<file path="src/rtl/lock_pkg.sv">
`default_nettype none
// ============================================================================
//  Module   : lock_pkg
//  Purpose  : Shared display constants and the 4-bit code to active-low
//             seven-segment glyph function used by the lock display paths.
//  Revision : 1.0 - initial release
// ============================================================================
package lock_pkg;

    localparam int          NUM_DIGITS  = 6;

    // Special display codes produced by the lock controller
    localparam logic [3:0]  GLYPH_E     = 4'hE;
    localparam logic [3:0]  GLYPH_BLANK = 4'hF;

    // Segment patterns, bit order {g,f,e,d,c,b,a}, active-low
    localparam logic [6:0]  SEG_OFF     = 7'h7F;
    localparam logic [6:0]  SEG_DASH    = 7'h3F;
    localparam logic [6:0]  SEG_E       = 7'h06;

    // Codes 0..9 are decimal glyphs, A..D render as a dash, E as the letter E,
    // and F (plus anything unexpected) is blank.
    function automatic logic [6:0] bcd_to_seg(input logic [3:0] code);
        logic [6:0] pat;
        pat = SEG_OFF;
        case (code)
            4'h0:    pat = 7'h40;
            4'h1:    pat = 7'h79;
            4'h2:    pat = 7'h24;
            4'h3:    pat = 7'h30;
            4'h4:    pat = 7'h19;
            4'h5:    pat = 7'h12;
            4'h6:    pat = 7'h02;
            4'h7:    pat = 7'h78;
            4'h8:    pat = 7'h00;
            4'h9:    pat = 7'h10;
            4'hA,
            4'hB,
            4'hC,
            4'hD:    pat = SEG_DASH;
            GLYPH_E: pat = SEG_E;
            default: pat = SEG_OFF;
        endcase
        return pat;
    endfunction

endpackage : lock_pkg
`default_nettype wire

</file>
<file path="src/rtl/seg_decoder.sv">
`default_nettype none
// ============================================================================
//  Module   : seg_decoder
//  Purpose  : Combinational 4-bit display code to active-low segment pattern.
//  Revision : 1.0 - initial release
// ============================================================================
module seg_decoder
    import lock_pkg::*;
(
    input  logic [3:0] code_i,
    output logic [6:0] seg_o
);

    assign seg_o = bcd_to_seg(code_i);

endmodule : seg_decoder
`default_nettype wire

</file>
<file path="src/rtl/seg_scan_driver.sv">
`default_nettype none
// ============================================================================
//  Module   : seg_scan_driver
//  Purpose  : Six-digit multiplexed seven-segment driver with frame-coherent
//             digit shadowing, an anti-ghosting dark cycle per slot and an
//             alarm-driven blink of the whole display.
//  Revision : 1.0 - initial release
// ============================================================================
module seg_scan_driver
    import lock_pkg::*;
#(
    parameter int DIV         = 50000,
    parameter int BLINK_TICKS = 100
)
(
    input  logic       clk,
    input  logic       clr,
    input  logic [3:0] d1,
    input  logic [3:0] d2,
    input  logic [3:0] d3,
    input  logic [3:0] d4,
    input  logic [3:0] d5,
    input  logic [3:0] d6,
    input  logic       alarm,
    output logic [6:0] seg,
    output logic [5:0] an
);

    localparam int             CW       = $clog2(DIV);
    localparam int             BW       = (BLINK_TICKS > 1) ? $clog2(BLINK_TICKS) : 1;
    localparam logic [CW-1:0]  CNT_MAX  = CW'(DIV - 1);
    localparam logic [BW-1:0]  BCNT_MAX = BW'(BLINK_TICKS - 1);
    localparam logic [2:0]     IDX_LAST = 3'(NUM_DIGITS - 1);

    logic [CW-1:0]       cnt_q,  cnt_d;
    logic [2:0]          idx_q,  idx_d;
    logic [5:0][3:0]     sh_q,   sh_d;
    logic                init_q;
    logic [BW-1:0]       bcnt_q, bcnt_d;
    logic                bph_q,  bph_d;
    logic [5:0]          an_q,   an_d;
    logic [6:0]          seg_q,  seg_d;

    logic                tick;
    logic                frame_wrap;
    logic [3:0]          cur_digit;
    logic [6:0]          cur_glyph;

    assign tick       = (cnt_q == CNT_MAX);
    assign frame_wrap = tick && (idx_q == IDX_LAST);
    assign cur_digit  = sh_q[idx_q];

    seg_decoder u_decoder (
        .code_i (cur_digit),
        .seg_o  (cur_glyph)
    );

    // Next-state for prescaler, slot index, shadows, blink and output registers
    always_comb begin
        cnt_d  = tick ? '0 : cnt_q + CW'(1);
        idx_d  = idx_q;
        sh_d   = sh_q;
        bcnt_d = bcnt_q;
        bph_d  = bph_q;

        if (tick) begin
            idx_d = (idx_q == IDX_LAST) ? 3'd0 : idx_q + 3'd1;
        end

        // Shadows change only at frame boundaries so a frame is never torn
        if (init_q || frame_wrap) begin
            sh_d = {d6, d5, d4, d3, d2, d1};
        end

        if (!alarm) begin
            bcnt_d = '0;
            bph_d  = 1'b0;
        end else if (tick) begin
            if (bcnt_q == BCNT_MAX) begin
                bcnt_d = '0;
                bph_d  = ~bph_q;
            end else begin
                bcnt_d = bcnt_q + BW'(1);
            end
        end

        // Dark on the first cycle of each slot and during the blink-off phase
        if ((cnt_q == '0) || (alarm && bph_q)) begin
            an_d = '1;
        end else begin
            an_d = ~(6'b000001 << idx_q);
        end
        seg_d = cur_glyph;
    end

    // State and output registers, asynchronously cleared to a dark display
    always_ff @(posedge clk or posedge clr) begin
        if (clr) begin
            cnt_q  <= '0;
            idx_q  <= 3'd0;
            sh_q   <= {NUM_DIGITS{GLYPH_BLANK}};
            init_q <= 1'b1;
            bcnt_q <= '0;
            bph_q  <= 1'b0;
            an_q   <= '1;
            seg_q  <= SEG_OFF;
        end else begin
            cnt_q  <= cnt_d;
            idx_q  <= idx_d;
            sh_q   <= sh_d;
            init_q <= 1'b0;
            bcnt_q <= bcnt_d;
            bph_q  <= bph_d;
            an_q   <= an_d;
            seg_q  <= seg_d;
        end
    end

    assign an  = an_q;
    assign seg = seg_q;

endmodule : seg_scan_driver
`default_nettype wire

</file>
<file path="config.mk">
export PLATFORM = sky130hd
export DESIGN_NAME = seg_scan_driver
export DESIGN_NICKNAME = d
export VERILOG_FILES = /design/src/rtl/lock_pkg.sv /design/src/rtl/seg_decoder.sv /design/src/rtl/seg_scan_driver.sv
export SDC_FILE = /design/constraint.sdc
export NUM_CORES = 1
export LEC_CHECK = 0
export ABC_CLOCK_PERIOD_IN_PS = 3550
export BUFFER_PORTS_ARGS = -buffer_cell sky130_fd_sc_hd__buf_2
export CAP_MARGIN = 20
export CORE_MARGIN = 10
export CORE_UTILIZATION = 56
export DETAILED_ROUTE_END_ITERATION = 16
export PLACE_DENSITY = 0.8
export SLEW_MARGIN = 20
export SYNTH_ARGS = -nofsm -noshare
export SYNTH_HDL_FRONTEND = slang
export SYNTH_SLANG_ARGS = --single-unit
</file>
<file path="constraint.sdc">
create_clock -name clk -period 3.55 [get_ports clk]
set_input_delay 0.1775 -clock clk [delete_from_list [all_inputs] [get_ports clk]]
set_output_delay 0.1775 -clock clk [all_outputs]
set_load 0.02 [all_outputs]
</file>
Word level (Yosys, flattened, before mapping) --
Memory sizes are Yosys's and may differ from the RTL's. A register that Yosys moved wholly into a read port is not among the register bits. Cells that the tools add are included.
Cells by class: add/sub/neg operators 3, multipliers 0, divide/modulo/power cells 0, $lt $le $gt $ge 1, equality and inequality tests 5, shift operators 1, mux-type cells 11, bitwise logic cells 2, reductions and logical operators 6
Operators with widths (count):
- 7-bit two-way mux | 3
- 16-bit by 1-bit adder with 16-bit output, second input constant | 1
- 16-bit == test, second input constant | 1
- 16-bit zero test | 1
- 16-bit two-way mux | 1
- 4-bit binary-select mux with 3-bit select | 1
- 7-bit by 1-bit adder with 7-bit output, second input constant | 1
- 7-bit == test, second input constant | 1
- 6-bit two-way mux | 1
- 6-bit NOT | 1
- 1-bit by 3-bit << shifter with 6-bit output, first input constant | 1
- 3-bit by 4-bit < comparator with 1-bit output, second input constant | 1
- 4-bit two-way mux | 1
- 2-bit by 1-bit inequality test with 1-bit output, second input constant | 2
- 3-bit by 1-bit adder with 3-bit output, second input constant | 1
- 3-bit == test, second input constant | 1
- 1-bit two-way mux | 3
- 3-bit two-way mux | 1
- 1-bit logical AND | 2
- 1-bit logical OR | 2
- 2-bit AND reduction | 1
- 1-bit NOT | 1
Storage, ports and cells: bits in registers 58, bits in latches 0, RAM bits 0, ROM bits 112, input port bits 27, output and inout port bits 13, logic and storage cells 42, memories 1
Memory list:
- (name not given) | words 16, bits a word 7, read ports 1, clocked after Yosys merged registers in 1, write ports 0, RTL line lock_pkg.sv:26 | case (code)

Depth between registers and ports, before layout --
Gate-level depths: netlist (run 1).
depth in word-level cells 4, depth in mapped cells 9, gate-level depth less buffers 8

By module --
A second synthesis (run 1) with hierarchy kept.
Second synthesis, totals: cell total of the unflattened synthesis 285, area, all modules 3281.9 sq um
Modules (own cells, without submodules):
- seg_scan_driver | instances 1, cells each 259, area each 3055.4 sq um, seq. area each 1674.1 sq um
- seg_decoder | instances 1, cells each 26, area each 226.5 sq um, seq. area each 0.0 sq um

Worst setup path before layout (run 1) --
OpenSTA, ideal clock, no wires.
path kind register -> register, start point register idx_q[0], end point register seg_q[0] (netlist: seg[0]), library setup time 0.112 ns, arrival 2.194 ns, data required time 3.438 ns, setup slack 1.244 ns, cell stages (with the launch flop) 10, buffers on the path 2, period minus slack after synthesis 2.306 ns, path through dfrtp_1 clkbuf_1 buf_1 mux2i_1 o22ai_1 nor2_1 ha_1 nor3_1 nor4_1 a32oi_1
On the way: word-level cells in the longest chain between the ends 2
Ends and longest elaborated chain:
- start: declaration | RTL line seg_scan_driver.sv:36 | logic [2:0] idx_q, idx_d;
- start signal: assignment | RTL line seg_scan_driver.sv:109 | idx_q <= idx_d;
- 4-bit binary-select mux with 3-bit select | RTL line seg_scan_driver.sv:51 | assign cur_digit = sh_q[idx_q];
- 4-bit two-way mux (not written as such) | RTL line seg_scan_driver.sv:51
- end: declaration | RTL line seg_scan_driver.sv:42 | logic [6:0] seg_q, seg_d;
No other way between the ends. The select of a mux whose other input is x is not followed. A chain may end at the register's enable or synchronous reset.

Worst setup path in the final report (run 1) --
start point register idx_q[1], end point register seg_q[0] (netlist: seg[0])
The elaborated chain is that of the path after synthesis.

==> metrics.md, run 1 <==
| Metric | Value |
|---|---|
| Detailed-route wire length | approximately 6.3 mm |
| Worst R2R Setup Slack | between 1 and 1.5 ns |
| Antenna-violating nets left | 0 |
| Slowest stage delay, CP | approximately 0.64 ns |
| Fill count | ~450 |
| Leak | between 1.5 and 2 nW |
| PwrDens | ~440 mW/mm² |
| Cts repair resizes | 0 |
| Largest net degree at the start of global routing | 46 |
| FF-to-FF Start | idx_q[1] |
| Critical Path End | seg[0] |
| Vias per cell | ~5.8 |
| TritonCTS clock tree | built |
| Fmax | about 0.4 GHz |
| Post-route minimum period | ~2.5 ns |
| Register bit total from synthesis | 65 |
| Levels on crit path | 8 |
| Synth cell types | 50 |
| Grt ovf | 0 |
| DR vias | 2,308 |
| Asr flop ratio synth | between 90% and 100% |
| Final hold viol count | 0 |
| Die Y | between 90 and 100 µm |
| Ratio of cells with drive above 1 in the final layout | around 40% |
| Register area | around 0.0017 mm² |
| Crit path from | idx_q[1] |
| Worst skew pair latency | between 0.3 and 0.4 ns |
| Final instance count without filler cells | between 300 and 400 |
| Die W | ~96 µm |
| Nets | between 300 and 400 |
| CP startpoint kind | flop |
| Yosys top cell by area | dfstp_2 |
| Remaining DRCs | 0 |
| Die area | 0.00915 mm² |
| Syn Std Cell Area | 0.00320 mm² |
| Area grow syn2layout | 14.9% |
| Rel. slew slack | around two fifths |
| Worst-Margin Slew | 0.893 ns |
| Syn nets | roughly 320 |
| Hpwl dp | 4.55 mm |
| Worst-path cell chain | mux2i_1 -> o32ai_1 -> nor2_1 -> inv_1 -> ha_1 -> nor3_1 -> nor4_1 -> a32oi_1 |
| Syn. warnings | 0 |
| Final core occ | 66.4% |
| CP required | around 3.8 ns |
| Power Total | around 1.6 mW |
| Critical Path Fanout Max | 13 |
| Htree depth | 3 |
| Peak VDD IR | 316 µV |
| Vias in the first global route | 2,209 |
| Worst hold path type | input port to asynchronous set/reset pin |
| Reg clk slew, reported paths | about 0.070 ns |
| CP bufs+invs | 1 |
| Avg WL per Cell | ~16 µm |
| Slowest CP cell | dfrtp_1 |
| Ys flop type | dfstp_2 |
| Worst Reg-to-Reg Cells | 8 |
| I/O pin count | 40 |
| Global-route wire length before repair | 10.6 mm |
| Placed Cells incl. Taps | 382 |
| Setup-failing EPs final | 0 |
| CP Class | flop to flop |
| Setup TNS | 0 ns |
| Max-cap violations | 0 |
| Core area | between 0.005 and 0.006 mm² |
| Row cnt | 27 |
| Period utilization | 71.7% |
| Initial antenna violation count | 0 |
| ANT cells | 0 |
| RSZ-0062 raised after global routing | false |
| Hold buffer count at cts | 0 |
| Pre-antenna DRT Iters | 5 |
| Run status | finished clean |
| Sink Count | 65 |
| GRT Total Usage | 14.7% |
| Inserted Clock Buffers | 9 |
| Slew Limit Fails | 0 |
| R2R Path End | seg[0] |
| Post-synth EDFFs | 0 |
| Multi-input gate area | ~0.0015 mm² |
| Initial drt markers | ~140 |
| Max Root-Sink Buffers | 2 |
| Synth top area cells | dfstp_2 31%, dfrtp_1 21%, mux2_2 9.5% |
| Crit path max-delay family | simple AND/OR/NAND/NOR gates |
| Critical path arrival | around 2.8 ns |
| Critical Path Sink Type | flop |
| Post-synth top area share | between 30% and 40% |
| Post-CTS Setup Bufs | 0 |
| Initial Util | between 50% and 60% |
| CTS root buf | clkbuf_8 |
| Seq/Total Area, Yosys | between 50% and 60% |
| Port buffer count | 39 |
| Syn Inst Count | 280 |
| Final Skew | 0.00750 ns |
| Synth Area per Inst | 11.4 µm² |
| Gpl congestion | a little over 0.9 |
==> how the worst min path moves through the flow <==
stage	to	slack, ns	cells past startpoint
2_1_floorplan	bcnt_q[4]	0.32	2
3_3_place_gp	sh_q[18]	0.41	2
3_5_place_dp	sh_q[6]	0.41	2
4_1_cts	idx_q[0]	0.05	2
5_1_grt	sh_q[13]	0.05	2
6_report	idx_q[0]	0.03	2
==> cell usage in the layout (no fill, tap or decap), types with 3 or more instances in the layout <==
master and n:
o31ai_1 3, mux2_2 27, inv_1 9, a21oi_1 6
or4_1 4, nor2b_1 3, clkbuf_8 10, dfstp_2 38
nand4_1 5, nand3_1 17, buf_4 3, mux2i_1 10
nor2_1 19, dfrtp_1 27, nor3_1 3, nand2_1 13
a32oi_1 3, xor2_1 6, a31oi_1 3, xnor2_1 7
o21ai_0 9, nor4_1 5, nand2b_1 5, buf_2 39
and3_1 3, ha_1 9
==> cell type report <==
type | count | area share [%]
flip-flops and latches | 65 | 45.5
multi-input cells | 193 | 39.4
repair buffers | 42 | 5.91
clock buffers | 13 | 5.20
well taps | 72 | 2.45
inverters | 10 | 1.02
clock inverters | 3 | 0.510
==> synthesized netlist by cell type, drive strengths merged (5+ instances only) <==
cell / number
inv: 10
mux2i: 10
a21oi: 6
nand3: 17
nand2: 13
or4: 6
mux2: 27
nand4: 5
clkbuf: 8
o21ai: 9
nor4: 6
dfstp: 38
ha: 9
xor2: 6
nand2b: 5
dfrtp: 27
xnor2: 7
nor2: 19
==> layer usage <==
layer	share of wire [%]	GRT usage (%)	routed length [µm]
met3	7.4	5.11	468
met2	42	19.6	2650
met5	0	0	0
met1	49	20.9	3100
met4	1.6	6.27	100
==> through the flow <==
stage               hold WS [ns]  instance area, µm²  worst slack (ns)
floorplan                  0.322                3200              1.24
global placement           0.410                3470              1.19
detailed placement         0.414                3470              1.05
CTS                       0.0462                3680              1.03
global route              0.0483                3680             0.749
finish                    0.0285                3680              1.00
==> registers in the layout, indices dropped and copies added (netlist names) <==
signal  cells
an          6
init_q      1
sh_q       24
bcnt_q      7
cnt_q      16
seg         7
idx_q       3
bph_q       1
==> kinds of logic after synthesis <==
kind of cell / Yosys count / share of synthesized area, %
compound gates: 40 / 8.59
simple gates: 92 / 16.0
other cells: 1 / 0.117
buf+inv: 22 / 2.62
mux: 38 / 13.3
flops: 65 / 52.3
xor+xnor: 13 / 3.55
fa+ha+maj: 9 / 3.52
==> power by group <==
part	total, mW	switching, mW	internal, mW
clock	0.641	0.283	0.358
sequential	0.834	0.0204	0.814
combinational	0.162	0.0910	0.0710
total	1.64	0.394	1.24
Note: power is estimated with default switching activity, not from simulation.
==> inputs of run 2 (changes only) <==
ABC_CLOCK_PERIOD_IN_PS = 2200   (was 3550)
CORE_UTILIZATION = 52   (was 56)
PLACE_DENSITY = 0.79   (was 0.8)
clock period = 2.2 ns   (was 3.55 ns; I/O delays follow)
==> metrics.md, run 2 (synthesis results as in run 1) <==
| Metric | Value |
|---|---|
| Run status | finished clean |
| Hpwl dp | a little under 5 mm |
| Critical Path Fanout Max | 8 |
| Nets | between 400 and 500 |
| Placed Cells incl. Taps | ~410 |
| TritonCTS clock tree | built |
| Crit path max-delay family | simple AND/OR/NAND/NOR gates |
| Worst hold path type | input port to flop |
| Die area | ~0.0097 mm² |
| Initial antenna violation count | 0 |
| Max Root-Sink Buffers | 2 |
| Remaining DRCs | 0 |
| Avg WL per Cell | between 15 and 20 µm |
| Period utilization | 99.5% |
| Largest net degree at the start of global routing | 25 |
| Area grow syn2layout | 29.8% |
| Port buffer count | 39 |
| Final core occ | roughly 70% |
| Worst skew pair latency | around 0.35 ns |
| Final Skew | ~0.0053 ns |
| CP Class | flop to flop |
| Pre-antenna DRT Iters | 5 |
| Max FFs per register | 24 |
| Most frequent cells in the layout | 39 x buf_2, 38 x dfstp_2, 29 x buf_4 |
| DR vias | ~2,600 |
| Ratio of cells with drive above 1 in the final layout | ~44% |
| Place WS | 0.00818 ns |
| Most common cell after layout, fill and taps aside | buf_2 |
| Max-cap violations | 0 |
| Worst-path cell chain | buf_4 -> mux2i_1 -> nor3_1 -> nor2_1 -> ha_2 -> nor3_1 -> nor4_1 -> buf_4 -> a32oi_1 |
| Core area | a little under 0.006 mm² |
| Global-route wire length before repair | around 12 mm |
| Htree depth | 3 |
| Rel. slew slack | between 50 and 60% |
| CP required | 2.47 ns |
| Vias per cell | between 5 and 6 |
| Multi-input gate area | 0.00149 mm² |
| Critical path arrival | around 2.5 ns |
| Leak | ~1.8 nW |
| Initial Util | between 50% and 60% |
| Slew Limit Fails | 0 |
| ANT cells | 0 |
| Setup-failing EPs final | 0 |
| Largest regs | sh_q x24, cnt_q x16 |
| Critical Path Sink Type | flop |
| Inserted Clock Buffers | 9 |
| Reg clk slew, reported paths | approximately 0.07 ns |
| Row cnt | 28 |
| PwrDens | between 600 and 700 mW/mm² |
| Die W | between 90 and 100 µm |
| Post-route minimum period | around 2.2 ns |
| Initial drt markers | approximately 150 |
| Fmax | around 0.46 GHz |
| Final hold viol count | 0 |
| Die Y | between 90 and 100 µm |
| Detailed-route wire length | between 7 and 8 mm |
| Slowest stage delay, CP | between 0.4 and 0.5 ns |
| Slowest CP cell | dfrtp_2 |
| Fill count | 397 |
| Vias in the first global route | about 2,600 |
| GRT Total Usage | 15.5% |
| Antenna-violating nets left | 0 |
| Grt ovf | 0 |
| Reg with most FFs | sh_q |
| Worst-Margin Slew | 0.613 ns |
| I/O pin count | 40 |
| Peak VDD IR | 570 µV |
| Final instance count without filler cells | 451 |
| Gpl congestion | about 0.9 |
| WHS | roughly 0.012 ns |
| Sink Count | 65 |
| CP bufs+invs | 2 |
| Min setup slack post-route | around 0.012 ns |
| Register area | between 0.0015 and 0.002 mm² |
| CP startpoint kind | flop |
| CTS root buf | clkbuf_8 |
[run 2: cell count changes in the layout (fill, tap and decap cells not counted), moves of 2 or more]
cell,delta
dfrtp_1,-2
mux2i_1,-2
clkinvlp_4,+2
dfrtp_2,+2
nor4_2,+2
clkbuf_16,-2
buf_4,+26
dlygate4sd3_1,+23
nor4_1,-2
[run 2: routing by layer]
layer	up-vias	wire [µm]	GRT usage [%]
met5	-	0	0
met2	97	3600	25.0
met1	1237	3290	18.2
met4	0	160	6.17
met3	22	516	5.87
li1	1197	-	-
[run 2: what timing repair did]
item,in CTS,in global routing
gates resized for setup,0,9
gates cloned,0,0
hold endpoints to repair,25,3
hold buffers,20,3
pin swaps,1,1
endpoints found under the setup margin,1,7
setup buffers,0,5
[run 2: cell type report]
type	instances	area share, %
clock inverter	5	1.32
clock buffer	11	3.40
multi-input combinational	193	35.8
inverter	10	0.903
timing repair buffer	92	15.9
tap	75	2.26
sequential	65	40.3
[run 2: worst paths after layout]
| path | startpoint | endpoint | slack [ns] | depth (start not counted) |
|---|---|---|---|---|
| max | idx_q[1] | seg[3] | 0.01 | 9 |
| max in group asynchronous | clr | sh_q[7] | 1.13 | 4 |
| min reg2reg | cnt_q[0] | cnt_q[0] | 0.50 | 1 |
| min in group asynchronous | clr | cnt_q[6] | 0.33 | 3 |
| max reg2reg | idx_q[1] | seg[3] | 0.01 | 9 |
| min | d4[1] | sh_q[13] | 0.01 | 2 |
[run 2: power breakdown]
part           switching [mW]  internal (mW)  total [mW]
logic                   0.169          0.162       0.331
registers              0.0301           1.31        1.34
clock network           0.459          0.550        1.01
[run 2: per-stage QoR]
step,setup TNS [ns],instance area [µm²],power [mW]
global placement,0,3650,1.63
detailed placement,0,3650,1.65
global route,-0.165,4160,2.80
floorplan,0,3210,1.53
CTS,0,4050,2.68
finish,0,4160,2.68
==> inputs of run 3 (changes only) <==
CORE_ASPECT_RATIO = 0.8   (was default)
==> metrics.md, run 3 (synthesis results as in run 1) <==
| Metric | Value |
|---|---|
| Gpl congestion | roughly 0.88 |
| Fmax | 0.467 GHz |
| GRT Total Usage | between 15 and 20% |
| CP startpoint kind | flop |
| Vias in the first global route | 2,545 |
| Fill count | 423 |
| Antenna-violating nets left | 0 |
| I/O pin count | 40 |
| Die Y | 90.2 µm |
| Initial Util | 53.9% |
| Initial drt markers | 75 |
| Leak | around 1.8 nW |
| DR vias | 2,485 |
| Critical path arrival | ~2.4 ns |
| Row cnt | 25 |
| Largest net degree at the start of global routing | 39 |
| Placed Cells incl. Taps | 411 |
| Largest regs | sh_q x24, cnt_q x16 |
| Area grow syn2layout | 29.9% |
| Grt ovf | 0 |
| Most common cell after layout, fill and taps aside | buf_2 |
| Most used cell along the critical path | or4_4 |
| Reg clk slew, reported paths | roughly 0.07 ns |
| PwrDens | approximately 640 mW/mm² |
| Detailed-route wire length | 7.42 mm |
| Inserted Clock Buffers | 9 |
| Critical Path Fanout Max | 3 |
| Initial antenna violation count | 0 |
| Avg WL per Cell | roughly 16 µm |
| Remaining DRCs | 0 |
| Critical Path Sink Type | flop |
| Post-route minimum period | 2.14 ns |
| Hpwl dp | approximately 5.2 mm |
| Rel. slew slack | 58.2% |
| Setup-failing EPs final | 0 |
| Final hold viol count | 0 |
| CP Class | flop to flop |
| Run status | finished clean |
| Sink Count | 65 |
| Most frequent cells in the layout | 39 x buf_2, 38 x dfstp_2, 27 x mux2_2 |
| Worst skew pair latency | 0.35 ns |
| Reg with most FFs | sh_q |
| Ratio of cells with drive above 1 in the final layout | 45.3% |
| Slew Limit Fails | 0 |
| Max FFs per register | 24 |
| Setup TNS | 0 ns |
| Worst-path cell chain | or4_4 -> or4_4 -> or4_4 -> a21oi_2 |
| Final Skew | around 0.011 ns |
| Worst hold path type | input port to flop |
| Slowest stage delay, CP | ~0.54 ns |
| Final instance count without filler cells | 452 |
| Slowest CP cell | or4_4 |
| Pre-antenna DRT Iters | 4 |
| Period utilization | between 90% and 100% |
| Nets | roughly 400 |
| Worst-Margin Slew | between 0.6 and 0.7 ns |
| Peak VDD IR | 582 µV |
| Core area | around 0.006 mm² |
| Htree depth | 3 |
| RSZ-0062 raised after global routing | false |
| TritonCTS clock tree | built |
| Die W | ~110 µm |
| Max Root-Sink Buffers | 2 |
| CP required | around 2.5 ns |
| ANT cells | 0 |
| Global-route wire length before repair | 12.0 mm |
| Vias per cell | between 5 and 6 |
| CTS root buf | clkbuf_8 |
| Die area | roughly 0.0097 mm² |
| Max-cap violations | 0 |
| Port buffer count | 39 |
## run 3: cell count changes in the layout (fill, tap and decap cells not counted), moves of 2 or more
cell        change
or4_4           +2
a21oi_1         -2
buf_4           -7
clkinv_4        +2
clkinvlp_4      -2
a21oi_2         +2
or4_1           -2
## run 3: area by class of cell
| class | count | area (µm²) | area share [%] |
|---|---|---|---|
| Tap cell | 81 | 101 | 2.44 |
| Clock inverter | 5 | 36.3 | 0.872 |
| Clock buffer | 11 | 163 | 3.91 |
| Inverter | 10 | 37.5 | 0.902 |
| Sequential cell | 65 | 1680 | 40.3 |
| Timing Repair Buffer | 87 | 641 | 15.4 |
| Multi-Input combinational cell | 193 | 1510 | 36.2 |
## run 3: metal layers
metal | track usage (%) | wire length [µm] | vias to the layer above
li1 | - | - | 1191
met1 | 19.2 | 3280 | 1221
met2 | 23.6 | 3590 | 65
met3 | 5.35 | 455 | 8
met4 | 5.78 | 98 | 0
met5 | 0 | 0 | -
## run 3: per-stage QoR
stage	util, %	hold slack [ns]	total power, mW	setup slack, ns	instance area [µm²]
finish	70.0	0.0227	2.65	0.0598	4160
global route	70.0	0.00208	2.78	0.00343	4160
CTS	68.9	0.00752	2.66	0.0185	4100
detailed placement	61.5	0.221	1.65	0.0271	3660
global placement	61.5	0.210	1.63	0.0671	3660
floorplan	-	0.255	1.53	0.00421	3210
## run 3: critical path: cells and delay by family (launching register included)
kind            cells  cell delay, ns
simple gates        3            1.57
flops               1            0.39
compound gates      1            0.12
## run 3: final timing paths
kind | slack, ns | endpoint | depth (start not counted) | startpoint
worst max-delay path | 0.06 | bph_q | 4 | cnt_q[12]
worst min-delay path | 0.02 | sh_q[23] | 2 | d6[3]
worst max register to register | 0.06 | bph_q | 4 | cnt_q[12]
worst min register to register | 0.49 | cnt_q[0] | 1 | cnt_q[0]
max in group asynchronous | 1.12 | seg[1] | 4 | clr
min in group asynchronous | 0.39 | cnt_q[1] | 3 | clr
## run 3: report_power, final
group	switching [mW]	internal [mW]	total, mW
Sequential	0.0291	1.31	1.34
Clock	0.471	0.512	0.982
Combinational	0.166	0.162	0.329
## run 3: repair_timing
action                                 4_1_cts  5_1_grt
endpoints found under the hold margin       40        0
setup endpoints to repair                    3       29
pin swaps                                    0        5
hold buffers                                24        0
gates resized for setup                      1       13
setup buffers                                0        1
